$ cat src/rtl/mc_hdr_parser.sv
// Memcached binary-protocol request header parser: decodes the 24-byte header from three
// 64-bit beats, then forwards the body. Optional statistics counters: MC_HDR_STATS_EN.
module mc_hdr_parser #(
  parameter logic [7:0] MAGIC = 8'h80,
  parameter int         CNT_W = 32
) (
  input  logic             clk,
  input  logic             rst_n,
  input  logic [63:0]      in_tdata,
  input  logic [7:0]       in_tkeep,
  input  logic             in_tvalid,
  input  logic             in_tlast,
  output logic             in_tready,
  output logic             hdr_valid,
  input  logic             hdr_ready,
  output logic [7:0]       hdr_opcode,
  output logic [15:0]      hdr_key_len,
  output logic [7:0]       hdr_extras_len,
  output logic [15:0]      hdr_vbucket,
  output logic [31:0]      hdr_body_len,
  output logic [31:0]      hdr_opaque,
  output logic [63:0]      hdr_cas,
  output logic [63:0]      out_tdata,
  output logic [7:0]       out_tkeep,
  output logic             out_tvalid,
  output logic             out_tlast,
  input  logic             out_tready,
  output logic             err_pulse,
  output logic             len_err_pulse,
  output logic [CNT_W-1:0] pkt_cnt,
  output logic [CNT_W-1:0] err_cnt
);

  typedef enum logic [2:0] {
    HDR0 = 3'd0,
    HDR1 = 3'd1,
    HDR2 = 3'd2,
    EMIT = 3'd3,
    BODY = 3'd4,
    DROP = 3'd5
  } state_t;

  state_t      state;
  logic        hdr_last;
  logic [31:0] byte_cnt;
  logic [31:0] body_sum;
  logic        beat_err;
  logic        accept;

  function automatic logic [3:0] popcount8(input logic [7:0] k);
    logic [3:0] n;
    n = 4'd0;
    for (int i = 0; i < 8; i++) begin
      n = n + {3'd0, k[i]};
    end
    return n;
  endfunction

  // Wire order puts byte 0 in the low lane; multi-byte fields are big-endian on the wire.
  function automatic logic [63:0] bswap64(input logic [63:0] d);
    logic [63:0] r;
    for (int i = 0; i < 8; i++) begin
      r[8*i +: 8] = d[8*(7-i) +: 8];
    end
    return r;
  endfunction

  assign accept   = in_tvalid & in_tready;
  assign body_sum = byte_cnt + {28'd0, popcount8(in_tkeep)};

  // Ready and body pass-through depend only on the current state.
  always_comb begin
    in_tready  = 1'b0;
    out_tdata  = 64'd0;
    out_tkeep  = 8'd0;
    out_tvalid = 1'b0;
    out_tlast  = 1'b0;
    if (!rst_n) begin
      in_tready = 1'b0;
    end else begin
      case (state)
        HDR0, HDR1, HDR2, DROP: in_tready = 1'b1;
        EMIT:                   in_tready = 1'b0;
        BODY: begin
          in_tready  = out_tready;
          out_tdata  = in_tdata;
          out_tkeep  = in_tkeep;
          out_tvalid = in_tvalid;
          out_tlast  = in_tlast;
        end
        default:                in_tready = 1'b0;
      endcase
    end
  end

  // A header beat is malformed on bad magic, partial keep, or an early tlast.
  always_comb begin
    beat_err = 1'b0;
    case (state)
      HDR0:    beat_err = (in_tdata[7:0] != MAGIC) || (in_tkeep != 8'hFF) || in_tlast;
      HDR1:    beat_err = (in_tkeep != 8'hFF) || in_tlast;
      HDR2:    beat_err = (in_tkeep != 8'hFF);
      default: beat_err = 1'b0;
    endcase
  end

  // Parser state machine with registered header fields and status pulses.
  always_ff @(posedge clk) begin
    if (!rst_n) begin
      state          <= HDR0;
      hdr_last       <= 1'b0;
      byte_cnt       <= 32'd0;
      hdr_valid      <= 1'b0;
      hdr_opcode     <= 8'd0;
      hdr_key_len    <= 16'd0;
      hdr_extras_len <= 8'd0;
      hdr_vbucket    <= 16'd0;
      hdr_body_len   <= 32'd0;
      hdr_opaque     <= 32'd0;
      hdr_cas        <= 64'd0;
      err_pulse      <= 1'b0;
      len_err_pulse  <= 1'b0;
    end else begin
      err_pulse     <= 1'b0;
      len_err_pulse <= 1'b0;
      case (state)
        HDR0: begin
          if (accept) begin
            hdr_opcode     <= in_tdata[15:8];
            hdr_key_len    <= {in_tdata[23:16], in_tdata[31:24]};
            hdr_extras_len <= in_tdata[39:32];
            hdr_vbucket    <= {in_tdata[55:48], in_tdata[63:56]};
            if (beat_err) begin
              err_pulse <= 1'b1;
              state     <= in_tlast ? HDR0 : DROP;
            end else begin
              state <= HDR1;
            end
          end
        end
        HDR1: begin
          if (accept) begin
            hdr_body_len <= {in_tdata[7:0], in_tdata[15:8], in_tdata[23:16], in_tdata[31:24]};
            hdr_opaque   <= in_tdata[63:32];
            if (beat_err) begin
              err_pulse <= 1'b1;
              state     <= in_tlast ? HDR0 : DROP;
            end else begin
              state <= HDR2;
            end
          end
        end
        HDR2: begin
          if (accept) begin
            hdr_cas <= bswap64(in_tdata);
            if (beat_err) begin
              err_pulse <= 1'b1;
              state     <= in_tlast ? HDR0 : DROP;
            end else begin
              hdr_valid <= 1'b1;
              hdr_last  <= in_tlast;
              state     <= EMIT;
            end
          end
        end
        EMIT: begin
          if (hdr_valid && hdr_ready) begin
            hdr_valid <= 1'b0;
            byte_cnt  <= 32'd0;
            if (hdr_last) begin
              // Header-only packet: any non-zero declared body is a length error.
              len_err_pulse <= (hdr_body_len != 32'd0);
              state         <= HDR0;
            end else begin
              state <= BODY;
            end
          end
        end
        BODY: begin
          if (accept) begin
            byte_cnt <= body_sum;
            if (in_tlast) begin
              len_err_pulse <= (body_sum != hdr_body_len);
              state         <= HDR0;
            end
          end
        end
        DROP: begin
          if (accept && in_tlast) begin
            state <= HDR0;
          end
        end
        default: state <= HDR0;
      endcase
    end
  end

`ifdef MC_HDR_STATS_EN
  localparam logic [CNT_W-1:0] CNT_ONE = {{(CNT_W-1){1'b0}}, 1'b1};

  // Packet and error statistics, wrapping at 2^CNT_W.
  always_ff @(posedge clk) begin
    if (!rst_n) begin
      pkt_cnt <= {CNT_W{1'b0}};
      err_cnt <= {CNT_W{1'b0}};
    end else begin
      if (hdr_valid && hdr_ready) begin
        pkt_cnt <= pkt_cnt + CNT_ONE;
      end
      if (err_pulse || len_err_pulse) begin
        err_cnt <= err_cnt + CNT_ONE;
      end
    end
  end
`else
  assign pkt_cnt = {CNT_W{1'b0}};
  assign err_cnt = {CNT_W{1'b0}};
`endif

endmodule

$ cat config.mk
export PLATFORM = sky130hd
export DESIGN_NAME = mc_hdr_parser
export DESIGN_NICKNAME = d
export VERILOG_FILES = /design/src/rtl/mc_hdr_parser.sv
export SDC_FILE = /design/constraint.sdc
export NUM_CORES = 1
export LEC_CHECK = 0
export ABC_AREA = 1
export BUFFER_PORTS_ARGS = -buffer_cell sky130_fd_sc_hd__clkbuf_2
export CAP_MARGIN = 5
export CORE_AREA = 2 2 156 158
export DETAILED_ROUTE_END_ITERATION = 6
export DIE_AREA = 0 0 158 160
export PLACE_DENSITY = 0.73
export RECOVER_POWER = 50
export SYNTH_ARGS = -nofsm -noshare
export SYNTH_HDL_FRONTEND = slang
export SYNTH_SLANG_ARGS = --single-unit
$ cat constraint.sdc
create_clock -name clk -period 6.8 [get_ports clk]
set_clock_uncertainty 0.15 [all_clocks]
set_input_delay 0 -clock clk [delete_from_list [all_inputs] [get_ports clk]]
set_output_delay 0 -clock clk [all_outputs]
set_load 0.02 [all_outputs]
==> parameters.txt, run 1 <==
Parameter                              Value

Floorplanning
  Die span in y ... 160 um
  Io pins ... 396
  Horiz. Die Dim ... 158 um
  Total die area ... 25300 um2
  Starting Density ... 43.9%
  Placeable core region ... 23800 um2
  Count of standard-cell rows ... 57

Clock tree
  CTS sink count ... 215
  CTS max path bufs ... 3
  Clock latency on the worst-skew pair ... 0.52 ns
  Root buf cell ... sky130_fd_sc_hd__clkbuf_16
  H-tree depth ... 1
  Clock buffers created by TritonCTS ... 25
  TritonCTS clock tree ... yes
  Worst-path clk slew ... 0.06 ns
  Post CTS Setup Buffer Count ... 0

Final layout
  Fill cell total of the finished layout ... 2355
  P&R area growth vs syn ... 27.7%
  Layout cell share with drive strength beyond 1 ... 10.4%
  Final layout net count ... 1993
  Inserted Diodes ... 0

Status
  Outcome ... finished clean

Synth
  Synth Flop Type ... sky130_fd_sc_hd__dfxtp_1
  Combinational family with the most area after synthesis ... simple AND/OR/NAND/NOR gates
  Cells after synthesis ... 1541
  Fraction of registers with async set/reset ... 0%
  Share of the synthesized area in compound gates (AO/OA/AOI/OAI) ... 15.9%
  Fraction of the yosys area taken by sequential cells ... 41.2%
  Synthesized cell area ... 10500 um2
  Simple-gate share of the synthesized area ... 26.1%
  Post-Synth Adder-Cell Area ... 1.80%
  Seq cells post-synth ... 215
  Number of enable flip-flop cells after synthesis ... 0
  Average cell area after synthesis ... 6.78 um2
  Synthesis Warnings ... 0
  Xor-xnor portion of the synthesized cell area ... 1.02%
  Multiplexer area fraction after synthesis ... 0%
  Post-synth cell types ... 35

Power and ir drop
  Internal Pwr Total ... 2350 uW
  Sequential share of power ... 40.5%
  Net switching power ... 1000 uW
  Power share of the combinational group ... 17.3%
  Reported leakage power ... 0.00593 uW
  Ratio of total power to cell area ... 251 nW/um2
  Switching power as a share of total power ... 29.9%
  Relative contribution of the clock network to total power ... 42.2%
  Worst-case vdd ir drop ... 0.165 mV
  Sum of internal, switching and leakage power ... 3350 uW

Timing
  Total Negative Setup Slacks ... 0 ns
  Final setup violation count ... 0
  Number of slew-limit violations in the final report ... 0
  Unrepaired setup endpoints after global routing ... false
  Hold Vio Cnt, Final ... 0
  Worst relative slew slack ... 4.88%
  Final cycle utilization of the critical path ... 71.4%
  Slew at the pin closest to its max-slew limit ... 1.42 ns
  Time the worst path needs with I/O delays and setup ... 4.86 ns
  Achievable frequency ... 206 MHz

Route
  Mean routed wirelength per cell ... 16.7 um
  Antenna Violating Nets Remaining ... 0
  Number of detailed-routing iterations run before antenna repair ... 6
  Via-per-instance ratio ... 5.13
  Count of routing violations after the opening detailed-route iteration ... 885
  Detailed-route via count ... 11500
  Final routed DRC violation total ... 0
  Detailed-route wire length ... 37400 um

GRT
  Global-route usage over all layers ... 28.7%
  Initial antenna violation count ... 1
  Number of global-route vias before repair ... 10500
  Total global routing overflow ... 0
  Global-route wire length before repair ... 57400 um
  Pin count of the biggest net entering global routing ... 116

Placed design
  Number of port buffers ... 331
  Routability congestion estimate from global placement ... 0.936
  Detailed-placement wirelength estimate ... 26400 um

Setup path
  Timing startpoint of the critical path ... rst_n
  Required time at the endpoint of the critical path ... 7.09 ns
  Startpoint class of the critical path ... input pin
  Reg2Reg Depth ... 20
  CP Class ... input pin to flip-flop
  Critical path arrival ... 5.15 ns
  Worst Setup End Kind ... flip-flop
  Largest driver fanout on the critical path ... 115
  Worst reg2reg path startpoint ... byte_cnt[0]$_SDFFE_PN0P_

Hold path
  Hold_sp ... rst_n
  WHS Path Cells ... 2
  Hold crit path type ... input pin to flip-flop

Job
  Max-cap violations ... 0
sequential cells by signal (all words and copies together) (netlist names):
signal,flops
byte_cnt,32
hdr_opcode,8
hdr_valid,1
len_err_pulse,1
state,3
hdr_opaque,32
hdr_vbucket,16
err_pulse,1
hdr_extras_len,8
hdr_last,1
hdr_cas,64
hdr_body_len,32
hdr_key_len,16
worst max-delay path: stages:
cell and delay (ns):
sky130_fd_sc_hd__buf_2 0.69, sky130_fd_sc_hd__clkinvlp_2 1.36, sky130_fd_sc_hd__a21oi_1 0.55, sky130_fd_sc_hd__nand2_1 0.23, sky130_fd_sc_hd__inv_1 0.25, sky130_fd_sc_hd__nand2_1 0.12, sky130_fd_sc_hd__clkinvlp_2 0.46, sky130_fd_sc_hd__buf_4 0.85
sky130_fd_sc_hd__o21ai_0 0.25, sky130_fd_sc_hd__a21oi_1 0.21
what timing repair did:
action | 4_1_cts | 5_1_grt
resized for setup | 0 | 0
endpoints found under the hold margin | 214 | 0
hold buffers | 73 | 0
kinds of logic (layout without fill, tap and decap cells):
kind of cell	after synthesis	after routing
simple gates	661	661
compound gates	328	328
buf+inv	315	630
flops	215	215
fa+ha+maj	12	12
xor+xnor	9	9
other cells	1	64
placed cells by master (no fill, tap or decap), types with 9 or more instances in the layout:
| cell type | netlist | final |
|---|---|---|
| sky130_fd_sc_hd__nor2_1 | 290 | 291 |
| sky130_fd_sc_hd__nand4_1 | 15 | 15 |
| sky130_fd_sc_hd__o21ai_1 | 12 | 12 |
| sky130_fd_sc_hd__nand3_1 | 89 | 88 |
| sky130_fd_sc_hd__dlygate4sd3_1 | 0 | 73 |
| sky130_fd_sc_hd__a21oi_1 | 216 | 217 |
| sky130_fd_sc_hd__o21ai_0 | 92 | 92 |
| sky130_fd_sc_hd__dfxtp_1 | 215 | 215 |
| sky130_fd_sc_hd__conb_1 | 1 | 64 |
| sky130_fd_sc_hd__inv_1 | 170 | 171 |
| sky130_fd_sc_hd__nand2_1 | 229 | 229 |
| sky130_fd_sc_hd__nand2_2 | 10 | 9 |
| sky130_fd_sc_hd__clkbuf_16 | 0 | 25 |
| sky130_fd_sc_hd__clkbuf_2 | 0 | 125 |
| sky130_fd_sc_hd__clkbuf_1 | 39 | 206 |
cell usage after synthesis (8+ instances only):
library cell                 n  area, um2
sky130_fd_sc_hd__a21oi_1   216       1080
sky130_fd_sc_hd__nor2_2      8       50.1
sky130_fd_sc_hd__nand3_1    89        445
sky130_fd_sc_hd__dfxtp_1   215       4300
sky130_fd_sc_hd__inv_1     170        638
sky130_fd_sc_hd__clkbuf_1   39        146
sky130_fd_sc_hd__nand4_1    15       93.8
sky130_fd_sc_hd__nand2_2    10       62.6
sky130_fd_sc_hd__o21ai_0    92        460
sky130_fd_sc_hd__o21ai_1    12       60.1
sky130_fd_sc_hd__buf_2      28        140
sky130_fd_sc_hd__nor2_1    290       1090
sky130_fd_sc_hd__nand2_1   229        860
sky130_fd_sc_hd__buf_4      64        480
final cells by class:
cell class,instances,area [um2],share of cell area [%]
inverter,178,671,5.02
clock inverter,14,193,1.44
sequential,215,4300,32.2
clock buffer,29,671,5.02
tap,324,405,3.04
timing repair buffer,409,2170,16.2
multi-input combinational,1074,4940,37.0
through the flow:
step                util, %  setup WS, ns  hold WS, ns  cells  instance area, um2
floorplan                 -          3.24      -0.0306   1604               10700
global placement       50.5          2.81        0.116   2127               12000
finish                 56.0          1.94       0.0425   2243               13400
CTS                    57.2          2.76       0.0197   2243               13600
detailed placement     50.5          2.72        0.131   2127               12000
global route           56.0          1.53       0.0614   2243               13400
routing by layer:
layer,up-vias,GRT usage (%),share of wire (%)
met3,98,6.62,9.3
met4,0,10.5,3.8
li1,5510,-,-
met5,-,0,0
met2,603,46.2,46
met1,5295,37.7,41
power groups by stage:
stage	Combinational (uW)	Clock (uW)	Sequential (uW)
2_1_floorplan	329	0	1440
3_3_place_gp	548	0	1380
3_5_place_dp	552	0	1380
4_1_cts	591	1430	1360
5_1_grt	637	1480	1360
6_report	580	1410	1360
final timing paths:
check | to | slack [ns]
setup / recovery | hdr_cas[58]$_SDFFE_PN0P_ | 1.94
setup reg to reg | len_err_pulse$_SDFF_PN0_ | 3.02
hold / removal | byte_cnt[5]$_SDFFE_PN0P_ | 0.04
hold reg to reg | byte_cnt[2]$_SDFFE_PN0P_ | 0.33
No activity file was read; power rests on OpenSTA's default activity.
==> run 2: changes to the inputs <==
Settings changed: ABC_AREA 1 to 0.
Clock period 6.8 ns to 5 ns, I/O delays scaled along.
==> run 2 against run 1 <==
  * The run now ends with max-capacitance violations, max-slew violations left
  * Design area decreased by 1.7%
  * Sequential share of layout area increased by 0.57 points
  * Routed wire length decreased by 1.3%
  * Clock power increased by 30%
  * Register-to-register slack got worse by 2.2 ns
  * Die area unchanged
  * Global-route usage decreased by 0.63 points
  * Highest routed layer unchanged
==> parameters.txt, run 2 <==
Parameter                              Value

Synth
  Cells after synthesis ... 1365 (was 1541)
  Xor-xnor portion of the synthesized cell area ... 4.67% (was 1.02%)
  Number of enable flip-flop cells after synthesis ... 0 (unchanged)
  List of most frequent post-synthesis cells ... 373 x sky130_fd_sc_hd__nand2_1, 219 x sky130_fd_sc_hd__a21oi_1, 215 x sky130_fd_sc_hd__dfxtp_1 (was 290 x sky130_fd_sc_hd__nor2_1, 229 x sky130_fd_sc_hd__nand2_1, 216 x sky130_fd_sc_hd__a21oi_1)
  Leading area contributor after synthesis ... sky130_fd_sc_hd__dfxtp_1 (unchanged)
  Simple-gate share of the synthesized area ... 26.8% (was 26.1%)
  Most frequent cell after synthesis ... sky130_fd_sc_hd__nand2_1 (was sky130_fd_sc_hd__nor2_1)
  Synthesis Warnings ... 0 (unchanged)
  Synthesized cell area ... 10300 um2 (was 10500 um2)
  Post-synth cell types ... 62 (was 35)
  Average cell area after synthesis ... 7.56 um2 (was 6.78 um2)
  Main area contributors after synthesis ... sky130_fd_sc_hd__dfxtp_1 42%, sky130_fd_sc_hd__nand2_1 14%, sky130_fd_sc_hd__a21oi_1 11% (was sky130_fd_sc_hd__dfxtp_1 41%, sky130_fd_sc_hd__nor2_1 10%, sky130_fd_sc_hd__a21oi_1 10%)
  Combinational family with the most area after synthesis ... simple AND/OR/NAND/NOR gates (unchanged)
  Multiplexer area fraction after synthesis ... 0.0970% (was 0%)
  Fraction of registers with async set/reset ... 0% (unchanged)
  Post-Synth Adder-Cell Area ... 1.82% (was 1.80%)
  Seq cells post-synth ... 215 (unchanged)
  Area share of the largest cell type after synthesis ... 41.7% (was 41.2%)
  Share of the synthesized area in compound gates (AO/OA/AOI/OAI) ... 15.9% (about the same)
  Fraction of the yosys area taken by sequential cells ... 41.7% (was 41.2%)
  Synth Flop Type ... sky130_fd_sc_hd__dfxtp_1 (unchanged)

Clock tree
  H-tree depth ... 1 (unchanged)
  Worst-path clk slew ... 0.06 ns (about the same)
  CTS sink count ... 215 (unchanged)
  Root buf cell ... sky130_fd_sc_hd__clkbuf_16 (unchanged)
  CTS max path bufs ... 3 (unchanged)
  Clock buffers created by TritonCTS ... 25 (unchanged)
  Clock latency on the worst-skew pair ... 0.52 ns (about the same)
  TritonCTS clock tree ... yes (unchanged)

Final layout
  Largest register by flop count ... hdr_cas (unchanged)
  Area of the multi-input gates ... 5350 um2 (was 4940 um2)
  Storage cell area ... 4300 um2 (unchanged)
  Most common cell after layout, fill and taps aside ... sky130_fd_sc_hd__nand2_1 (was sky130_fd_sc_hd__nor2_1)
  Fill cell total of the finished layout ... 2324 (was 2355)
  Final layout net count ... 1797 (was 1993)
  Inserted Diodes ... 0 (unchanged)
  Number of flip-flops in the largest register ... 64 (unchanged)
  P&R area growth vs syn ... 27.2% (was 27.7%)
  Layout cell share with drive strength beyond 1 ... 10.2% (was 10.4%)
  Core occupancy in the finished layout ... 55.1% (was 56.0%)
  Commonest cells after routing, fill and taps aside ... 373 x sky130_fd_sc_hd__nand2_1, 234 x sky130_fd_sc_hd__clkbuf_1, 219 x sky130_fd_sc_hd__a21oi_1, 215 x sky130_fd_sc_hd__dfxtp_1, 104 x sky130_fd_sc_hd__clkbuf_2 (was 291 x sky130_fd_sc_hd__nor2_1, 229 x sky130_fd_sc_hd__nand2_1, 217 x sky130_fd_sc_hd__a21oi_1, 215 x sky130_fd_sc_hd__dfxtp_1, 206 x sky130_fd_sc_hd__clkbuf_1)

Floorplanning
  Io pins ... 396 (unchanged)
  Horiz. Die Dim ... 158 um (unchanged)
  Die span in y ... 160 um (unchanged)
  Count of standard-cell rows ... 57 (unchanged)
  Starting Density ... 43.3% (was 43.9%)
  Total die area ... 25300 um2 (unchanged)
  Placeable core region ... 23800 um2 (unchanged)

Route
  Via-per-instance ratio ... 5.36 (was 5.13)
  Number of detailed-routing iterations run before antenna repair ... 7 (was 6)
  Final routed DRC violation total ... 0 (unchanged)
  Count of routing violations after the opening detailed-route iteration ... 1174 (was 885)
  Detailed-route wire length ... 37000 um (was 37400 um)
  Mean routed wirelength per cell ... 18.0 um (was 16.7 um)
  Detailed-route via count ... 11000 (was 11500)
  Antenna Violating Nets Remaining ... 0 (unchanged)

Power and ir drop
  Switching power as a share of total power ... 25.7% (was 29.9%)
  Ratio of total power to cell area ... 304 nW/um2 (was 251 nW/um2)
  Reported leakage power ... 0.00508 uW (was 0.00593 uW)
  Net switching power ... 1020 uW (was 1000 uW)
  Internal Pwr Total ... 2960 uW (was 2350 uW)
  Relative contribution of the clock network to total power ... 45.9% (was 42.2%)
  Sequential share of power ... 44.0% (was 40.5%)
  Worst-case vdd ir drop ... 0.265 mV (was 0.165 mV)
  Power share of the combinational group ... 10.2% (was 17.3%)

Timing
  Slew at the pin closest to its max-slew limit ... 2.76 ns (was 1.42 ns)
  Achievable frequency ... 237 MHz
  Final setup violation count ... 0 (unchanged)
  Number of slew-limit violations in the final report ... 70 (was 0)
  Hold Vio Cnt, Final ... 0 (unchanged)
  Unrepaired setup endpoints after global routing ... false (unchanged)
  Worst relative slew slack ... -83.8% (was 4.88%)
  Final cycle utilization of the critical path ... 84.5%
  Total Negative Setup Slacks ... 0 ns (unchanged)
  Time the worst path needs with I/O delays and setup ... 4.22 ns

Setup path
  Reg2Reg Depth ... 14 (was 20)
  Critical path arrival ... 4.47 ns (was 5.15 ns)
  Required time at the endpoint of the critical path ... 5.25 ns (was 7.09 ns)
  Worst-path cell chain ... inv_1, fa_1, fa_1, fa_1, inv_1, fa_1, a211oi_1, buf_4, nor2_1, or4b_4, xnor2_1, nor4_1, and3_1, a31oi_1 (was buf_2, clkinvlp_2, a21oi_1, nand2_1, inv_1, nand2_1, clkinvlp_2, buf_4, o21ai_0, a21oi_1)
  Crit path top cell by count ... sky130_fd_sc_hd__fa_1
  Worst Setup End Kind ... flip-flop (unchanged)
  CP Class ... flip-flop to flip-flop (was input pin to flip-flop)
  Largest driver fanout on the critical path ... 4 (was 115)
  Longest individual stage delay on the worst path ... 0.54 ns (was 1.36 ns)
  Startpoint class of the critical path ... flip-flop (was input pin)
  Critical Path Slowest Stage Cell ... sky130_fd_sc_hd__or4b_4 (was sky130_fd_sc_hd__clkinvlp_2)

Placed design
  Number of port buffers ... 331 (unchanged)
  Routability congestion estimate from global placement ... 0.929 (was 0.936)
  Detailed-placement wirelength estimate ... 24400 um (was 26400 um)

GRT
  Initial antenna violation count ... 0 (was 1)
  Number of global-route vias before repair ... 10300 (was 10500)
  Total global routing overflow ... 0 (unchanged)
  Global-route usage over all layers ... 28.1% (was 28.7%)
  Global-route wire length before repair ... 56600 um (was 57400 um)
  Pin count of the biggest net entering global routing ... 114 (was 116)

Hold path
  Hold crit path type ... input pin to flip-flop (unchanged)
  WHS Path Cells ... 6 (was 2)

Status
  Outcome ... complete, but fails checks (was finished clean)
  Violations in the final reports ... max-capacitance violations, max-slew violations

Job
  Max-cap violations ... 1 (was 0)
-- run 2: cell types whose count changed after synthesis, moves of 9 or more --
cell / previous run / this run
sky130_fd_sc_hd__clkbuf_1: 39 / 92
sky130_fd_sc_hd__o21ai_1: 12 / 0
sky130_fd_sc_hd__nor2_1: 290 / 53
sky130_fd_sc_hd__nand3_1: 89 / 14
sky130_fd_sc_hd__nand2_1: 229 / 373
sky130_fd_sc_hd__o21ai_0: 92 / 27
sky130_fd_sc_hd__nor3_1: 7 / 20
sky130_fd_sc_hd__inv_1: 170 / 16
sky130_fd_sc_hd__buf_2: 28 / 1
sky130_fd_sc_hd__and3_1: 0 / 74
sky130_fd_sc_hd__xnor2_1: 3 / 43
sky130_fd_sc_hd__nor4_1: 4 / 14
sky130_fd_sc_hd__nand2_2: 10 / 1
-- run 2: path summary, 6_finish.rpt --
check             slack [ns]                    endpoint                       start
setup / recovery        0.78    len_err_pulse$_SDFF_PN0_    byte_cnt[0]$_SDFFE_PN0P_
hold / removal          0.02       state[1]$_SDFFE_PN0P_                 in_tkeep[2]
setup reg to reg        0.78    len_err_pulse$_SDFF_PN0_    byte_cnt[0]$_SDFFE_PN0P_
hold reg to reg         0.30  hdr_opcode[7]$_SDFFE_PN0P_  hdr_opcode[7]$_SDFFE_PN0P_
-- run 2: repair_timing --
item                       CTS  global route
hold endpoints to repair   189             0
resized for setup            0             0
setup endpoints to repair    0             0
buffers inserted             0             0
hold buffers                68             0
-- run 2: critical path, delay by kind of cell, from the launching register on --
family | cells | cell delay [ns]
flip-flops | 1 | 0.33
buffers and inverters | 3 | 0.31
AO/OA/AOI/OAI | 2 | 0.16
XOR/XNOR | 1 | 0.15
adder cells (fa/ha/maj) | 4 | 1.55
AND/OR/NAND/NOR | 4 | 1.44
-- run 2: power groups by stage --
stage | Sequential (uW) | Combinational, uW | Clock, uW
floorplan | 1810 | 231 | 0
global placement | 1790 | 354 | 0
detailed placement | 1790 | 359 | 0
CTS | 1750 | 403 | 1850
global route | 1750 | 433 | 1920
finish | 1750 | 405 | 1830
-- run 2: area by class of cell --
class	instances	share of cell area [%]
clock buffer	35	5.44
clock inverter	9	0.830
inverter	17	0.525
multi-input combinational	1034	40.8
sequential	215	32.8
tap	324	3.09
timing repair buffer	414	16.5
-- run 2: routing by layer --
metal,global-route usage (%),vias up,wire [um]
li1,-,5156,-
met1,36.0,5134,14700
met2,46.5,579,17600
met3,5.62,101,3330
met4,11.0,0,1380
met5,0,-,0
-- run 2: kinds of logic after synthesis --
family / Yosys count
AND/OR/NAND/NOR: 608
AO/OA/AOI/OAI: 294
flip-flops: 215
buffers and inverters: 179
XOR/XNOR: 55
adder cells (fa/ha/maj): 12
other: 1
multiplexers: 1
-- run 2: through the flow --
step	total power [uW]	hold WS (ns)	area (um2)	std cells	worst slack, ns
after global routing	4110	0.0629	13100	2048	0.677
final	3980	0.0245	13100	2048	0.775
after detailed placement	2150	0.109	11900	1936	0.492
after global placement	2140	0.0980	11900	1936	0.539
after floorplan	2040	-0.0140	10600	1428	1.07
after CTS	4000	0.0130	13400	2048	0.818
